**src/rtl/slice_height_engine_if.sv**
```systemverilog
// slice_height_engine_if
//   Request/result bundle for the slice-height engine.
//   Request side : in_valid/in_ready handshake carrying the column tag, both
//                  signed wall-hit distances, their hit flags, cos(beta) and
//                  the fishbowl-correction enable.
//   Result side  : out_valid/out_ready handshake carrying the column tag,
//                  clamped height, chosen side and the no-wall flag.
//   busy         : engine has a request in flight.
//   master = upstream/downstream environment, slave = the engine.
interface slice_height_engine_if #(
  parameter int unsigned DIST_W   = 13,
  parameter int unsigned FRAC_W   = 9,
  parameter int unsigned HEIGHT_W = 7,
  parameter int unsigned COL_W    = 8
);
  logic                 in_valid;
  logic                 in_ready;
  logic [COL_W-1:0]     in_column;
  logic [DIST_W-1:0]    in_dist_horiz;
  logic [DIST_W-1:0]    in_dist_vert;
  logic                 in_hit_horiz;
  logic                 in_hit_vert;
  logic [FRAC_W:0]      in_cos_beta;
  logic                 fishbowl_en;
  logic                 out_valid;
  logic                 out_ready;
  logic [COL_W-1:0]     out_column;
  logic [HEIGHT_W-1:0]  out_height;
  logic                 out_side;
  logic                 out_no_wall;
  logic                 busy;

  modport master (
    output in_valid, in_column, in_dist_horiz, in_dist_vert,
           in_hit_horiz, in_hit_vert, in_cos_beta, fishbowl_en, out_ready,
    input  in_ready, out_valid, out_column, out_height, out_side,
           out_no_wall, busy
  );

  modport slave (
    input  in_valid, in_column, in_dist_horiz, in_dist_vert,
           in_hit_horiz, in_hit_vert, in_cos_beta, fishbowl_en, out_ready,
    output in_ready, out_valid, out_column, out_height, out_side,
           out_no_wall, busy
  );
endinterface

```
**src/rtl/slice_height_engine.sv**
```systemverilog
// slice_height_engine
//   Per-column slice-height engine for the raycast renderer. Picks the nearer
//   of the horizontal/vertical wall hits, optionally applies fishbowl
//   correction (d * cos_beta), divides PROJ_K by the corrected distance with
//   an MSB-first restoring divider and clamps the result to SCREEN_H.
//   Ports:
//     clock : rising-edge system clock
//     reset : synchronous, active-high; aborts any in-flight request
//     bus   : slice_height_engine_if.slave (request and result handshakes)
//   Sequence: IDLE -> SELECT -> CORRECT -> DIVIDE (K_W cycles) -> CLAMP ->
//   DONE -> IDLE. Latency is fixed regardless of data, including no-wall.
module slice_height_engine #(
  parameter int unsigned DIST_W   = 13,
  parameter int unsigned FRAC_W   = 9,
  parameter int unsigned K_W      = 14,
  parameter int unsigned PROJ_K   = 8896,
  parameter int unsigned HEIGHT_W = 7,
  parameter int unsigned SCREEN_H = 120,
  parameter int unsigned COL_W    = 8
) (
  input logic                 clock,
  input logic                 reset,
  slice_height_engine_if.slave bus
);

  // Corrected distance keeps every bit of (abs * cos) >> FRAC_W.
  localparam int unsigned P_W   = DIST_W + FRAC_W + 1;
  localparam int unsigned D_W   = P_W - FRAC_W;
  localparam int unsigned CNT_W = (K_W > 1) ? $clog2(K_W) : 1;

  localparam logic [DIST_W-1:0] MOST_NEG = {1'b1, {(DIST_W-1){1'b0}}};
  localparam logic [DIST_W-1:0] MOST_POS = {1'b0, {(DIST_W-1){1'b1}}};

  typedef enum logic [2:0] {
    S_IDLE,
    S_SELECT,
    S_CORRECT,
    S_DIVIDE,
    S_CLAMP,
    S_DONE
  } state_t;

  state_t state_q, state_d;

  // Captured request
  logic [COL_W-1:0]    col_q;
  logic [DIST_W-1:0]   dist_h_q, dist_v_q;
  logic                hit_h_q, hit_v_q;
  logic [FRAC_W:0]     cos_q;
  logic                fb_q;

  // Selection results
  logic [DIST_W-1:0]   sel_abs_q;
  logic                side_q;
  logic                no_wall_q;

  // Divider
  logic [D_W-1:0]      div_q;
  logic [D_W-1:0]      rem_q;
  logic [K_W-1:0]      num_q;
  logic [K_W-1:0]      quo_q;
  logic [CNT_W-1:0]    iter_q;

  // Result registers
  logic [COL_W-1:0]    out_col_q;
  logic [HEIGHT_W-1:0] out_height_q;
  logic                out_side_q;
  logic                out_no_wall_q;

  // Magnitude with the most negative code saturated to the most positive.
  function automatic logic [DIST_W-1:0] sat_abs(input logic [DIST_W-1:0] x);
    if (x == MOST_NEG)
      return MOST_POS;
    else if (x[DIST_W-1])
      return -x;
    else
      return x;
  endfunction

  logic [DIST_W-1:0] abs_h, abs_v;
  logic [D_W-1:0]    corr_d;
  logic [D_W:0]      trial;
  logic              trial_ge;

  assign abs_h    = sat_abs(dist_h_q);
  assign abs_v    = sat_abs(dist_v_q);
  assign corr_d   = D_W'((P_W'(sel_abs_q) * P_W'(cos_q)) >> FRAC_W);
  assign trial    = {rem_q, num_q[K_W-1]};
  assign trial_ge = (trial >= {1'b0, div_q});

  // State register
  always_ff @(posedge clock) begin
    if (reset)
      state_q <= S_IDLE;
    else
      state_q <= state_d;
  end

  // Next-state logic
  always_comb begin
    state_d = state_q;
    case (state_q)
      S_IDLE:    if (bus.in_valid) state_d = S_SELECT;
      S_SELECT:  state_d = S_CORRECT;
      S_CORRECT: state_d = S_DIVIDE;
      S_DIVIDE:  if (iter_q == CNT_W'(K_W - 1)) state_d = S_CLAMP;
      S_CLAMP:   state_d = S_DONE;
      S_DONE:    if (bus.out_ready) state_d = S_IDLE;
      default:   state_d = S_IDLE;
    endcase
  end

  // Datapath
  always_ff @(posedge clock) begin
    if (reset) begin
      col_q         <= '0;
      dist_h_q      <= '0;
      dist_v_q      <= '0;
      hit_h_q       <= 1'b0;
      hit_v_q       <= 1'b0;
      cos_q         <= '0;
      fb_q          <= 1'b0;
      sel_abs_q     <= '0;
      side_q        <= 1'b0;
      no_wall_q     <= 1'b0;
      div_q         <= '0;
      rem_q         <= '0;
      num_q         <= '0;
      quo_q         <= '0;
      iter_q        <= '0;
      out_col_q     <= '0;
      out_height_q  <= '0;
      out_side_q    <= 1'b0;
      out_no_wall_q <= 1'b0;
    end else begin
      case (state_q)
        S_IDLE: begin
          if (bus.in_valid) begin
            col_q    <= bus.in_column;
            dist_h_q <= bus.in_dist_horiz;
            dist_v_q <= bus.in_dist_vert;
            hit_h_q  <= bus.in_hit_horiz;
            hit_v_q  <= bus.in_hit_vert;
            cos_q    <= bus.in_cos_beta;
            fb_q     <= bus.fishbowl_en;
          end
        end
        S_SELECT: begin
          no_wall_q <= !hit_h_q && !hit_v_q;
          // Vertical wins only when strictly nearer; ties stay horizontal.
          if (hit_v_q && (!hit_h_q || (abs_v < abs_h))) begin
            sel_abs_q <= abs_v;
            side_q    <= 1'b1;
          end else begin
            sel_abs_q <= abs_h;
            side_q    <= 1'b0;
          end
        end
        S_CORRECT: begin
          div_q  <= fb_q ? corr_d : D_W'(sel_abs_q);
          rem_q  <= '0;
          num_q  <= K_W'(PROJ_K);
          quo_q  <= '0;
          iter_q <= '0;
        end
        S_DIVIDE: begin
          iter_q <= iter_q + CNT_W'(1);
          if (div_q == '0) begin
            quo_q <= '1;
          end else begin
            rem_q <= trial_ge ? D_W'(trial - {1'b0, div_q}) : trial[D_W-1:0];
            num_q <= {num_q[K_W-2:0], 1'b0};
            quo_q <= {quo_q[K_W-2:0], trial_ge};
          end
        end
        S_CLAMP: begin
          out_col_q     <= col_q;
          out_no_wall_q <= no_wall_q;
          if (no_wall_q) begin
            out_height_q <= '0;
            out_side_q   <= 1'b0;
          end else begin
            out_side_q   <= side_q;
            out_height_q <= (quo_q > K_W'(SCREEN_H)) ? HEIGHT_W'(SCREEN_H)
                                                      : quo_q[HEIGHT_W-1:0];
          end
        end
        default: ;
      endcase
    end
  end

  assign bus.in_ready    = (state_q == S_IDLE);
  assign bus.busy        = (state_q != S_IDLE);
  assign bus.out_valid   = (state_q == S_DONE);
  assign bus.out_column  = out_col_q;
  assign bus.out_height  = out_height_q;
  assign bus.out_side    = out_side_q;
  assign bus.out_no_wall = out_no_wall_q;

endmodule
```
**src/flat_wrapper.sv**
```systemverilog
// flat-port wrapper written by rule: the top's interface ports become plain ports
module slice_height_engine_flat 
#(
  parameter int unsigned DIST_W   = 13,
  parameter int unsigned FRAC_W   = 9,
  parameter int unsigned K_W      = 14,
  parameter int unsigned PROJ_K   = 8896,
  parameter int unsigned HEIGHT_W = 7,
  parameter int unsigned SCREEN_H = 120,
  parameter int unsigned COL_W    = 8
)
  (clock, reset, bus_in_valid, bus_in_column, bus_in_dist_horiz, bus_in_dist_vert, bus_in_hit_horiz, bus_in_hit_vert, bus_in_cos_beta, bus_fishbowl_en, bus_out_ready, bus_in_ready, bus_out_valid, bus_out_column, bus_out_height, bus_out_side, bus_out_no_wall, bus_busy);
  slice_height_engine_if #(.DIST_W(DIST_W), .FRAC_W(FRAC_W), .HEIGHT_W(HEIGHT_W), .COL_W(COL_W)) bus_i ();
  input logic clock;
  input logic reset;
  input wire logic [$bits(bus_i.in_valid)-1:0] bus_in_valid;
  input wire logic [$bits(bus_i.in_column)-1:0] bus_in_column;
  input wire logic [$bits(bus_i.in_dist_horiz)-1:0] bus_in_dist_horiz;
  input wire logic [$bits(bus_i.in_dist_vert)-1:0] bus_in_dist_vert;
  input wire logic [$bits(bus_i.in_hit_horiz)-1:0] bus_in_hit_horiz;
  input wire logic [$bits(bus_i.in_hit_vert)-1:0] bus_in_hit_vert;
  input wire logic [$bits(bus_i.in_cos_beta)-1:0] bus_in_cos_beta;
  input wire logic [$bits(bus_i.fishbowl_en)-1:0] bus_fishbowl_en;
  input wire logic [$bits(bus_i.out_ready)-1:0] bus_out_ready;
  output wire logic [$bits(bus_i.in_ready)-1:0] bus_in_ready;
  output wire logic [$bits(bus_i.out_valid)-1:0] bus_out_valid;
  output wire logic [$bits(bus_i.out_column)-1:0] bus_out_column;
  output wire logic [$bits(bus_i.out_height)-1:0] bus_out_height;
  output wire logic [$bits(bus_i.out_side)-1:0] bus_out_side;
  output wire logic [$bits(bus_i.out_no_wall)-1:0] bus_out_no_wall;
  output wire logic [$bits(bus_i.busy)-1:0] bus_busy;
  assign bus_i.in_valid = bus_in_valid;
  assign bus_i.in_column = bus_in_column;
  assign bus_i.in_dist_horiz = bus_in_dist_horiz;
  assign bus_i.in_dist_vert = bus_in_dist_vert;
  assign bus_i.in_hit_horiz = bus_in_hit_horiz;
  assign bus_i.in_hit_vert = bus_in_hit_vert;
  assign bus_i.in_cos_beta = bus_in_cos_beta;
  assign bus_i.fishbowl_en = bus_fishbowl_en;
  assign bus_i.out_ready = bus_out_ready;
  assign bus_in_ready = bus_i.in_ready;
  assign bus_out_valid = bus_i.out_valid;
  assign bus_out_column = bus_i.out_column;
  assign bus_out_height = bus_i.out_height;
  assign bus_out_side = bus_i.out_side;
  assign bus_out_no_wall = bus_i.out_no_wall;
  assign bus_busy = bus_i.busy;
  slice_height_engine #(.DIST_W(DIST_W), .FRAC_W(FRAC_W), .K_W(K_W), .PROJ_K(PROJ_K), .HEIGHT_W(HEIGHT_W), .SCREEN_H(SCREEN_H), .COL_W(COL_W)) u_core (.clock(clock), .reset(reset), .bus(bus_i));
endmodule
```
**config.mk**
```make
export PLATFORM = sky130hd
export DESIGN_NAME = slice_height_engine_flat
export DESIGN_NICKNAME = d
export VERILOG_FILES = /design/src/rtl/slice_height_engine_if.sv /design/src/rtl/slice_height_engine.sv /design/src/flat_wrapper.sv
export SDC_FILE = /design/constraint.sdc
export NUM_CORES = 1
export LEC_CHECK = 0
export CAP_MARGIN = 25
export CORE_MARGIN = 3
export CORE_UTILIZATION = 55
export DETAILED_ROUTE_END_ITERATION = 7
export PLACE_DENSITY = 0.71
export SLEW_MARGIN = 10
export SYNTH_ARGS = -nofsm -noshare
export SYNTH_HDL_FRONTEND = slang
export SYNTH_SLANG_ARGS = --single-unit
```
**constraint.sdc**
```tcl
create_clock -name clock -period 13.55 [get_ports clock]
set_input_delay 3.3875 -clock clock [delete_from_list [all_inputs] [get_ports clock]]
set_output_delay 3.3875 -clock clock [all_outputs]
set_load 0.05 [all_outputs]
```
==> results.md <==
* Placed wire-length estimate at around 20000 µm
* Commonest non-fill, non-tap cell in the layout: nand2_1
* Endpoints failing setup at 0
* WP data arrival at between 2 and 3 ns
* Max-cap check violation count at 0
* Worst R2R Start: u_core.cos_q[3]$_SDFFE_PP0P_
* DRC Markers at 0
* Row count at slightly above 50
* WHS Path Cells at 2
* Latest clock arrival within the worst-skew pair at 0.43 ns
* Initial Util at 56.5%
* Fin crit period at 6.08 ns
* Fill cell total of the finished layout at around 1.8k
* Worst Tran Pin Value at just under 1 ns
* Slew margin rel. at 35.4%
* Fin crit share at about 45%
* Post-synthesis cell count at 1377
* # IOs at 71
* Crit Path Class: reg2out
* Fmax achieved at between 150 and 200 MHz
* Longest Clk Path Bufs at 2
* Hold_buf cts at 0
* Vias per Instance at approximately 5.6
* RSZ-0062 raised after global routing: false
* Final instance area at around 12000 µm²
* Critical Path End Type: output port
* Cell area after synthesis at 11100 µm²
* Hold_sp: u_core.bus.out_height[1]$_SDFFE_PP0P_
* Final wirelength at 26500 µm
* CTS H-tree lvls at 4
* Clock net sink count at 136
* Initial antenna violation count at 0
* Critical path peak fanout at 26
* First-pass GRT wire length at roughly 45000 µm
* Reg2Reg Depth at 19
* Async S/R FF share, synth at 0%
* Port bufs at 70
* Post-CTS setup buffers at 0
* Initial DRC count at roughly 630
* Die Y at 148 µm
* Synth warnings at 0
* Register bit total from synthesis at between 100 and 150
* Worst hold path class: reg2reg
* Number of global-route vias before repair at slightly above 9k
* Die area at around 22000 µm²
* Horiz. Die Dim at approximately 150 µm
* CTS root buf: clkbuf_16
* Share of layout cells above drive strength 1 at 4.83%
* Clock slew at reported path FFs at 0.07 ns
* Synthesized area per cell at around 8 µm²
* Finished Layout Cells at 1674
* Commonest non-fill, non-tap cells in the layout: nand2_1, dfxtp_1, a21oi_1
* Post-route ant nets at 0
* CTS Buf Count at 17
* Total GRT Usage at between 20% and 30%
* End of the worst hold path: u_core.bus.out_height[1]$_SDFFE_PP0P_
* CTS tree: yes
* Placed Area at approximately 12000 µm²
* Status: complete, no violations
* Worst r2r dst: u_core.div_q[7]$_SDFFE_PP0P_
* CTS resizes at 0
* Largest net degree at the start of global routing at 85
* R2r setup slk at 7.78 ns
* Top FF cell, synth: dfxtp_1
* Post-synth EDFFs at 0
* Leakage at 5.44 nW
* Gpl congestion at 0.905
* Diodes inserted at 0
* Core area at 19600 µm²
* Sum of negative setup slack at 0 ns
* Critical path required time at ~10 ns
* Final setup margin at approximately 7.5 ns
* Area growth syn-to-layout at 12.4%
* Yosys cell types at 75
* Sequential area share after synthesis at around 25%
* Worst Clk Skew at 0.0179 ns
* Startpoint types: flip-flop
* Syn nets at between 1.5k and 2k
* Dpl cells at 1640
* DP Worst Slack at roughly 7.8 ns
* Global route overflow at 0
* Slew Limit Fails at 0
* Via count at 9357
* Layout Nets at about 1.6k
* P per Cell Area at between 150 and 200 nW/µm²
* Worst ir drop on vdd at between 0.09 and 0.1 mV
* Drt pass-1 iters at 5
* Wire per inst at roughly 16 µm
* Final Hold Viols at 0
[power breakdown]
part,internal [mW],switching (mW),total [mW]
combinational,0.374,0.599,0.973
sequential,0.469,0.118,0.587
clock,0.246,0.212,0.458
[through the flow]
stage,utilization [%],power [mW],hold slack [ns]
2_1_floorplan,-,1.32,0.432
3_3_place_gp,60.4,1.54,0.437
3_5_place_dp,60.4,1.55,0.446
4_1_cts,63.3,2.02,0.457
5_1_grt,63.5,2.18,0.470
6_report,63.5,2.02,0.453
[worst max-delay path by stage]
stage                     cells after the start  slack, ns                           end                      startpoint
after floorplan                               3       7.84                      bus_busy  u_core.state_q[2]$_SDFFE_PP0P_
after global placement                        3       7.91                 bus_out_valid  u_core.state_q[0]$_SDFFE_PP0P_
after detailed placement                     19       7.79  u_core.div_q[7]$_SDFFE_PP0P_    u_core.cos_q[3]$_SDFFE_PP0P_
after CTS                                     3       7.45                 bus_out_valid  u_core.state_q[0]$_SDFFE_PP0P_
after global routing                          3       7.27                 bus_out_valid  u_core.state_q[0]$_SDFFE_PP0P_
final                                         3       7.47                 bus_out_valid  u_core.state_q[0]$_SDFFE_PP0P_
[synthesized netlist by cell type, types with 8 or more instances]
cell	n	area share (%)
nand2_1	264	9.0
dfxtp_1	136	25
a21oi_1	126	5.7
inv_1	118	4.0
fa_1	86	16
ha_1	86	9.7
nor2_1	77	2.6
and2_1	69	3.9
clkbuf_1	68	2.3
o21ai_0	50	2.3
nor3_1	20	0.90
o211ai_1	19	1.3
xnor2_1	17	1.3
a211oi_1	14	0.95
nand3_1	14	0.63
xor2_1	14	1.1
nor4_1	12	0.68
a31oi_1	9	0.51
nor2b_1	9	0.51
and3_1	8	0.45
nor3b_1	8	0.54
[layer usage]
metal	vias to the layer above	global-route usage, %	part of all wire (%)
li1	4669	-	-
met1	4438	34.1	47
met2	214	40.1	46
met3	36	4.75	4.8
met4	0	8.04	2.3
met5	-	0	0
[flip-flops by register name (all words and copies together), names as in the netlist, 7 cells and up]
signal,cells
u_core.div_q,14
u_core.dist_h_q,13
u_core.cos_q,10
u_core.dist_v_q,13
u_core.rem_q,14
u_core.col_q,8
u_core.sel_abs_q,13
u_core.bus.out_height,7
u_core.bus.out_column,8
u_core.num_q,8
u_core.quo_q,14
[kinds of logic after synthesis]
group / share of synthesized area, %
DFF: 24.6
muxes: 0.837
other: 0.0679
AOI/OAI and AO/OA: 17.2
xor gates and xnor gates: 2.45
and+or+nand+nor: 22.8
adders and majority gates: 25.3
buffers and inverters: 6.73
[area by class of cell]
type                            instances  area (µm²)  share of cell area [%]
Inverter                              118         443                    3.56
Sequential cell                       136        2720                    21.9
Multi-Input combinational cell       1047        7600                    61.1
Clock buffer                           17         425                    3.42
Timing Repair Buffer                   76         756                    6.08
Tap cell                              265         332                    2.67
Clock inverter                         15         158                    1.27
[critical path, cell delays in order, from the launching register on]
cell             delay, ns
dfxtp_1               0.91
inv_1                 0.25
nor3b_1               0.27
clkdlybuf4s50_1       0.84
Power figures use the tool's default switching activity.
